**src/rtl/cnu_msg_gather.sv**
```systemverilog
// cnu_msg_gather
// Upstream feeder for the min-sum check node unit. Each accepted message is
// llr - rold (layered update), saturated symmetrically to +/-(2**(data_w-1)-1)
// and written into a ping-pong buffer of two D-slot banks. A completed bank is
// presented on q with q_valid, which drives the check node enable.
// rst is synchronous and active-low.

module cnu_msg_gather #(
    parameter int D     = 8,
    parameter int res_w = 8,
    parameter int ext_w = 3,
    parameter int idx_w = 3
) (
    input  logic                      clk,
    input  logic                      rst,
    input  logic                      in_valid,
    output logic                      in_ready,
    input  logic                      in_last,
    input  logic [res_w+ext_w-1:0]    llr,
    input  logic [res_w-1:0]          rold,
    output logic [(res_w+ext_w)*D-1:0] q,
    output logic                      q_valid,
    input  logic                      q_ready,
    output logic [idx_w-1:0]          cnt,
    output logic                      err
);

    localparam int data_w = res_w + ext_w;
    localparam logic [idx_w-1:0] last_idx = idx_w'(D - 1);

    // Symmetric saturation bounds in the data_w+1 bit difference domain.
    // The most negative code -2**(data_w-1) is deliberately excluded so the
    // check node can negate any stored value without overflow.
    localparam logic signed [data_w:0] sat_pos = {2'b00, {(data_w-1){1'b1}}};
    localparam logic signed [data_w:0] sat_neg = {2'b11, {(data_w-2){1'b0}}, 1'b1};

    // Difference of posterior LLR and sign-extended old check message,
    // clamped to the symmetric range and returned in data_w bits.
    function automatic logic [data_w-1:0] sat_msg(
        input logic [data_w-1:0] llr_v,
        input logic [res_w-1:0]  rold_v
    );
        logic signed [data_w:0] diff;
        diff = $signed({llr_v[data_w-1], llr_v})
             - $signed({{(ext_w+1){rold_v[res_w-1]}}, rold_v});
        if (diff > sat_pos) begin
            return sat_pos[data_w-1:0];
        end else if (diff < sat_neg) begin
            return sat_neg[data_w-1:0];
        end else begin
            return diff[data_w-1:0];
        end
    endfunction

    logic [1:0][D*data_w-1:0] bank_r;
    logic [1:0][D*data_w-1:0] bank_nxt_s;
    logic [1:0]               full_r;
    logic [1:0]               full_nxt_s;
    logic                     wr_bank_r;
    logic                     wr_bank_nxt_s;
    logic                     rd_bank_r;
    logic                     rd_bank_nxt_s;
    logic [idx_w-1:0]         cnt_r;
    logic [idx_w-1:0]         cnt_nxt_s;
    logic                     err_r;
    logic                     err_nxt_s;
    logic [D*data_w-1:0]      q_r;
    logic                     q_valid_r;
    logic                     in_ready_s;
    logic                     xfer_s;
    logic                     pop_s;
    logic                     at_last_s;

    assign in_ready_s = rst & ~full_r[wr_bank_r];
    assign xfer_s     = in_valid & in_ready_s;
    assign pop_s      = full_r[rd_bank_r] & q_ready;
    assign at_last_s  = (cnt_r == last_idx);

    // Next-state computation for banks, flags, pointers, slot counter and error.
    always_comb begin
        bank_nxt_s    = bank_r;
        full_nxt_s    = full_r;
        wr_bank_nxt_s = wr_bank_r;
        rd_bank_nxt_s = rd_bank_r;
        cnt_nxt_s     = cnt_r;
        err_nxt_s     = err_r;
        if (xfer_s) begin
            bank_nxt_s[wr_bank_r][int'(cnt_r)*data_w +: data_w] = sat_msg(llr, rold);
            if (at_last_s) begin
                cnt_nxt_s             = {idx_w{1'b0}};
                full_nxt_s[wr_bank_r] = 1'b1;
                wr_bank_nxt_s         = ~wr_bank_r;
            end else begin
                cnt_nxt_s = cnt_r + idx_w'(1);
            end
            // in_last only flags misalignment; completion is driven by cnt alone
            if (in_last != at_last_s) begin
                err_nxt_s = 1'b1;
            end else begin
                err_nxt_s = err_r;
            end
        end else begin
            cnt_nxt_s = cnt_r;
        end
        // A pop never collides with a write: the write bank is only the read
        // bank when that bank is empty, and then there is nothing to pop.
        if (pop_s) begin
            full_nxt_s[rd_bank_r] = 1'b0;
            rd_bank_nxt_s         = ~rd_bank_r;
        end else begin
            rd_bank_nxt_s = rd_bank_r;
        end
    end

    // State registers; q and q_valid are loaded from next-state values so a
    // vector completed at an edge is visible right after that edge.
    always_ff @(posedge clk) begin
        if (!rst) begin
            bank_r    <= '0;
            full_r    <= 2'b00;
            wr_bank_r <= 1'b0;
            rd_bank_r <= 1'b0;
            cnt_r     <= {idx_w{1'b0}};
            err_r     <= 1'b0;
            q_r       <= '0;
            q_valid_r <= 1'b0;
        end else begin
            bank_r    <= bank_nxt_s;
            full_r    <= full_nxt_s;
            wr_bank_r <= wr_bank_nxt_s;
            rd_bank_r <= rd_bank_nxt_s;
            cnt_r     <= cnt_nxt_s;
            err_r     <= err_nxt_s;
            q_r       <= bank_nxt_s[rd_bank_nxt_s];
            q_valid_r <= full_nxt_s[rd_bank_nxt_s];
        end
    end

    assign in_ready = in_ready_s;
    assign q        = q_r;
    assign q_valid  = q_valid_r;
    assign cnt      = cnt_r;
    assign err      = err_r;

endmodule

```
**config.mk**
```make
export PLATFORM = sky130hd
export DESIGN_NAME = cnu_msg_gather
export DESIGN_NICKNAME = d
export VERILOG_FILES = /design/src/rtl/cnu_msg_gather.sv
export SDC_FILE = /design/constraint.sdc
export NUM_CORES = 1
export LEC_CHECK = 0
export ABC_AREA = 0
export CAP_MARGIN = 10
export CORE_MARGIN = 3
export CORE_UTILIZATION = 45
export DETAILED_ROUTE_END_ITERATION = 12
export GPL_TIMING_DRIVEN = 0
export PLACE_DENSITY = 0.66
export SYNTH_ARGS = -nofsm -noshare
export SYNTH_HDL_FRONTEND = slang
export SYNTH_SLANG_ARGS = --single-unit
```
**constraint.sdc**
```tcl
create_clock -name clk -period 8.35 [get_ports clk]
set_input_delay 1.67 -clock clk [delete_from_list [all_inputs] [get_ports clk]]
set_output_delay 1.67 -clock clk [all_outputs]
set_load 0.03 [all_outputs]
```
### Word-level counts from Yosys, hierarchy flattened

Cells that the tools add are included.
Widths: inputs -> output; s select.

| storage, ports and cells | value |
|---|---|
| register bits | 273 |
| output and inout bits | 94 |
| bits of input ports | 24 |
| logic and storage cells | 61 |

| cells by class | value |
|---|---|
| reductions and logical operators | 4 |
| $lt $le $gt $ge | 7 |
| multipliers | 1 |
| shift operators | 2 |
| add/subtract/negate cells | 3 |
| bitwise logic cells | 9 |
| equal/unequal tests | 2 |
| muxes and demuxes | 24 |

Operator list:

| kind | count |
|---|---|
| $mux 88 | 3 |
| $bwmux 176 | 1 |
| $mux 176 | 1 |
| $demux 88 s1 | 1 |
| $shift 11x33->88 const A | 1 |
| $shiftx 11x33->88 | 1 |
| $mux 11 | 3 |
| $neg 7->33 | 1 |
| $gt 12x11->1 const B | 1 |
| $lt 12x11->1 const B | 1 |
| $sub 11x8->12 | 1 |
| $mux 1 | 9 |
| $mul 3x4->7 const B | 1 |
| $lt 1x2->1 const B | 3 |
| $mux 2 | 3 |
| $reduce_and 2->1 | 2 |
| $add 3x1->3 const B | 1 |
| $and 1x1->1 | 3 |
| $eq 3x3->1 const B | 1 |
| $mux 3 | 1 |
| $not 1->1 | 3 |
| $and 2x2->2 | 1 |
| $demux 1 s1 | 2 |
| $ge 1x1->1 const B | 2 |
| other kinds (4) | 5 |

### Depth between registers and ports, before layout

| logic depth | value |
|---|---|
| depth after elaboration | 11 |
| depth in mapped cells | 12 |
| mapped depth without buffers | 11 |

### Least setup slack after synthesis

No wires, ideal clock.

| path | value |
|---|---|
| path type | input to register |
| start point | in llr[0] |
| end point | reg bank_r[157] (netlist bit) |
| required time | 8.272 ns |
| path buffers | 1 |
| arrival time | 4.124 ns |
| setup slack | 4.148 ns |
| library setup time | 0.078 ns |
| stages | 12 |
| cells stage by stage | inv_1 > ha_1 > inv_1 > fa_1 > a211oi_2 > o21ai_1 > a221oi_4 > xor2_4 > o22ai_1 > o21ai_4 > buf_4 > o21ai_0 |

| on the way | value |
|---|---|
| word-level cells in the longest chain between the ends | 8 |
| elaborated cells on any way between the ends | 9 |
| those cells by class | 1 x add/sub; 2 x order compare; 1 x shift; 5 x mux |

Ends and longest elaborated chain:

| element | line | text |
|---|---|---|
| from (decl) | 19 | `input logic [res_w+ext_w-1:0] llr,` |
| $sub 11x8->12 * | 45 | `- $signed({{(ext_w+1){rold_v[res_w-1]}}, rold_v});` |
| $lt 12x11->1 | 48 | `end else if (diff < sat_neg) begin` |
| $mux 11 | 48 |  |
| $mux 11 * | 46 | `if (diff > sat_pos) begin` |
| $mux 11 * | 87 | `if (xfer_s) begin` |
| $shiftx 11x33->88 * | 88 | `bank_nxt_s[wr_bank_r][int'(cnt_r)*data_w +: data_w] = sat_msg(llr, rold);` |
| $bwmux 176 * | 88 |  |
| $mux 176 * | 87 |  |
| to (signal assigned) | 128 | `bank_r <= bank_nxt_s;` |
| to (decl) | 55 | `logic [1:0][D*data_w-1:0] bank_r;` |

Every way passes the cells marked *; elsewhere a longest branch is shown, timed or not. The select of a mux whose other input is x is not followed.
A chain may end at the register's enable or synchronous reset.

### Worst setup path in the final report

| path | value |
|---|---|
| start point | in llr[0] |
| end point | reg q_r[8] (netlist: q[8]) |

| on the way | value |
|---|---|
| word-level cells in the longest chain between the ends | 10 |
| elaborated cells on any way between the ends | 11 |
| those cells by class | 1 x add/sub; 2 x order compare; 1 x shift; 7 x mux |

Ends and longest elaborated chain:

| element | line | text |
|---|---|---|
| $sub 11x8->12 * | 45 |  |
| $lt 12x11->1 | 48 |  |
| $mux 11 | 48 |  |
| $mux 11 * | 46 |  |
| $mux 11 * | 87 |  |
| $shiftx 11x33->88 * | 88 |  |
| $bwmux 176 * | 88 |  |
| $mux 176 * | 87 |  |
| $mux 88 (not written as such) * (2 in a row) | 134 | `q_r <= bank_nxt_s[rd_bank_nxt_s];` |
| to (signal assigned) | 134 |  |
| to (decl) | 67 | `logic [D*data_w-1:0] q_r;` |

Marked as above.

==> metrics.txt <==
number of enable flip-flop cells after synthesis=0; top_reg_cell synth=dfxtp_1; TNS Setup=0 ns; Die ar.=25,400 µm²; Core Rows=55; Pwr Density=228 nW/µm²; dominant cells by area after synthesis=dfxtp_1 (52%), o21ai_0 (11%), a22oi_1 (5.7%); Setup CP Type=in -> reg; worst-path cell chain=clkdlybuf4s50_1, inv_1, ha_1, inv_1, fa_1, a211oi_2, o21ai_1, a221oi_4, xnor2_1, o21ai_0, a21boi_2, clkbuf_2, o21ai_0; # clock sinks=273; Worst IR Drop VDD=0.000154 V; syn nets=1,210; Async S/R FF share, synth=0%; FILL cells=2,148; fin worst setup slack=3.45 ns; FMAX=204 MHz; Synth Area in Compound Gates=26.6%; Max Cap Violations=0; DR pass1 iterations=6; Placer Congestion=0.903; worst-path fanout max=10; Area growth syn-to-layout=23.1%; Clk Latency, worst-skew pair=0.53 ns; Die Span Y=159 µm; Ys Warns=0; Final Hold Viols=0; vias in the first global route=8,841; Slew HR=40.0%; # setup viols final=0; fin cells=1,644; XOR/XNOR Fraction of Synth Area=0.840%; flops & latches, synth=273; htree depth=1; Stages on worst setup path=13; CP Launch Type=input pin; Mapped Avg Cell Area=9.06 µm²; post-synthesis adder-cell area fraction=2.39%; slowest library cell on the worst path=a211oi_2; Gate Count Post-Synth=1,168; Crit. End Element=register; min Tclk post-route=4.90 ns; Critical Path Max Stage Delay=0.44 ns; CTS Hold Bufs=0; Post-Route M1 WL=14,200 µm; I/O pin total=118; first-pass GRT wire length=49,100 µm; CP Buf/Inv Count=4; Final Power=0.00297 W; hpwl dp=21,100 µm; Overall Global Routing Usage=23.8%; final wirelength=31,200 µm; Clock Skew=0.00896 ns; status=completed; Reg2Reg Depth=9; layout cell share with drive strength beyond 1=8.11%; Seq/Total Area, Yosys=51.7%; HP Class=reg -> reg; Synth Area in Simple Gates=14.7%; top-count cell post-synth=dfxtp_1; Routed WL per cell=19.0 µm; Resize count post-CTS=0; Syn Std Cell Area=10,600 µm²; Crit path arrival time=5.27 ns; Via density=5.68; Leak=4.50 nW; met2 WL post-DR=14,000 µm; multi-input logic area=4720 µm²; Final Net Count=1,356; metal3 WL=2070 µm; Crit path max-delay family=compound AO/OA/AOI/OAI gates; cell taking the most area after synthesis=dfxtp_1; Placed Instances=1,598; Post-CTS Setup Bufs=0; Final Cycle Share=58.6%; CTS tree=built; initial antenna violation count=0; Commonest cells post-synth=dfxtp_1 (273), o21ai_0 (229), nand2_1 (159); Distinct cells, synth=63; post-synthesis mux area share=0.106%; top-area cell type share of the netlist area=51.7%; dpl ws=2.97 ns; unrepaired setup endpoints after global routing=false; input/output buffers=117; combinational family with the most area after synthesis=compound AO/OA/AOI/OAI gates; Clock Path Buffers=3; Seq. cell area=5470 µm²; antenna-violating nets left=0; DRC Markers=0; max-slew violation count=0; Initial Util=46.3%; n_diodes=0; Vias=9,334; hold depth=2; clock transition at the registers of the reported paths=0.06 ns; grt total ovfl=0; pin count of the biggest net entering global routing=14; CORE AREA=22,800 µm²; Worst Tran Pin Value=0.900 ns; clk root buf=clkbuf_16; Critical Path RT=8.72 ns; DR iter-0 viols=732; Top Metal Used=met4; die width=159 µm; cts bufs inserted=27
-- registers in the layout, indices dropped and copies added, names as in the netlist --
name	count
bank_r	176
q	88
cnt	3
full_r	2
err	1
q_valid	1
rd_bank_r	1
wr_bank_r	1
-- worst register-to-register path: stages (launching register included) --
cell,delay [ns]
dfxtp_1,0.44
clkbuf_8,0.22
inv_1,0.06
ha_1,0.27
xor2_1,0.21
nor2_1,0.58
nand2_1,0.23
o21ai_0,0.19
nand3_1,0.35
o21ai_0,0.45
-- cell families after synthesis --
| kind of cell | count (synthesis) |
|---|---|
| AOI/OAI and AO/OA | 448 |
| and+or+nand+nor | 337 |
| DFF | 273 |
| buffers and inverters | 81 |
| adders and majority gates | 20 |
| xor gates and xnor gates | 8 |
| muxes | 1 |
-- placed cells by master, fill, tap and decap left out, types with 6 or more instances in the layout --
| cell type | netlist | routed |
|---|---|---|
| dfxtp_1 | 273 | 273 |
| clkbuf_2 | 9 | 9 |
| clkbuf_16 | 0 | 27 |
| buf_4 | 8 | 8 |
| ha_1 | 17 | 17 |
| nor3_1 | 6 | 6 |
| o21ai_0 | 229 | 229 |
| clkbuf_8 | 3 | 11 |
| clkbuf_1 | 21 | 27 |
| nor2_1 | 32 | 32 |
| nor2b_1 | 23 | 23 |
| o211ai_1 | 22 | 22 |
| a22oi_1 | 80 | 80 |
| inv_1 | 15 | 15 |
| nand2_1 | 159 | 159 |
| buf_2 | 8 | 8 |
| o22ai_1 | 8 | 8 |
| a21oi_1 | 37 | 37 |
| clkdlybuf4s50_1 | 0 | 117 |
| and2_1 | 17 | 17 |
| nand3_1 | 70 | 70 |
| buf_1 | 16 | 16 |
| a21oi_2 | 12 | 12 |
| o21ai_1 | 16 | 16 |
-- path summary, 6_finish.rpt --
check                   start          end  slack, ns
setup / recovery       llr[0]         q[8]       3.45
hold reg to reg   bank_r[170]  bank_r[170]       0.45
hold / removal    bank_r[170]  bank_r[170]       0.45
setup reg to reg       cnt[0]        q[11]       5.22
-- routing by layer --
layer	vias up	GRT usage, %
met3	66	3.62
met1	4451	33.6
li1	4475	-
met4	0	7.52
met5	-	0
met2	342	37.8
-- power breakdown --
part	internal, W	total (W)	switching [W]
clock network	0.000722	0.00122	0.000493
logic	0.000109	0.000429	0.000319
registers	0.00132	0.00133	0.00000759
-- area by class of cell --
type	instances	area share [%]
repair buffers	117	8.99
flip-flops and latches	273	42.0
multi-input cells	814	36.2
plain buffers	66	2.58
clock inverters	5	0.576
inverters	15	0.432
well taps	313	3.01
clock buffers	41	6.21
-- stage by stage --
| stage | cell area, µm² | util (%) | hold slack [ns] |
|---|---|---|---|
| floorplan | 10600 | - | 0.425 |
| global placement | 12100 | 53.1 | 0.433 |
| detailed placement | 12100 | 53.1 | 0.442 |
| CTS | 13000 | 57.0 | 0.450 |
| global route | 13000 | 57.0 | 0.475 |
| finish | 13000 | 57.0 | 0.453 |
No activity file was read; power rests on OpenSTA's default activity.
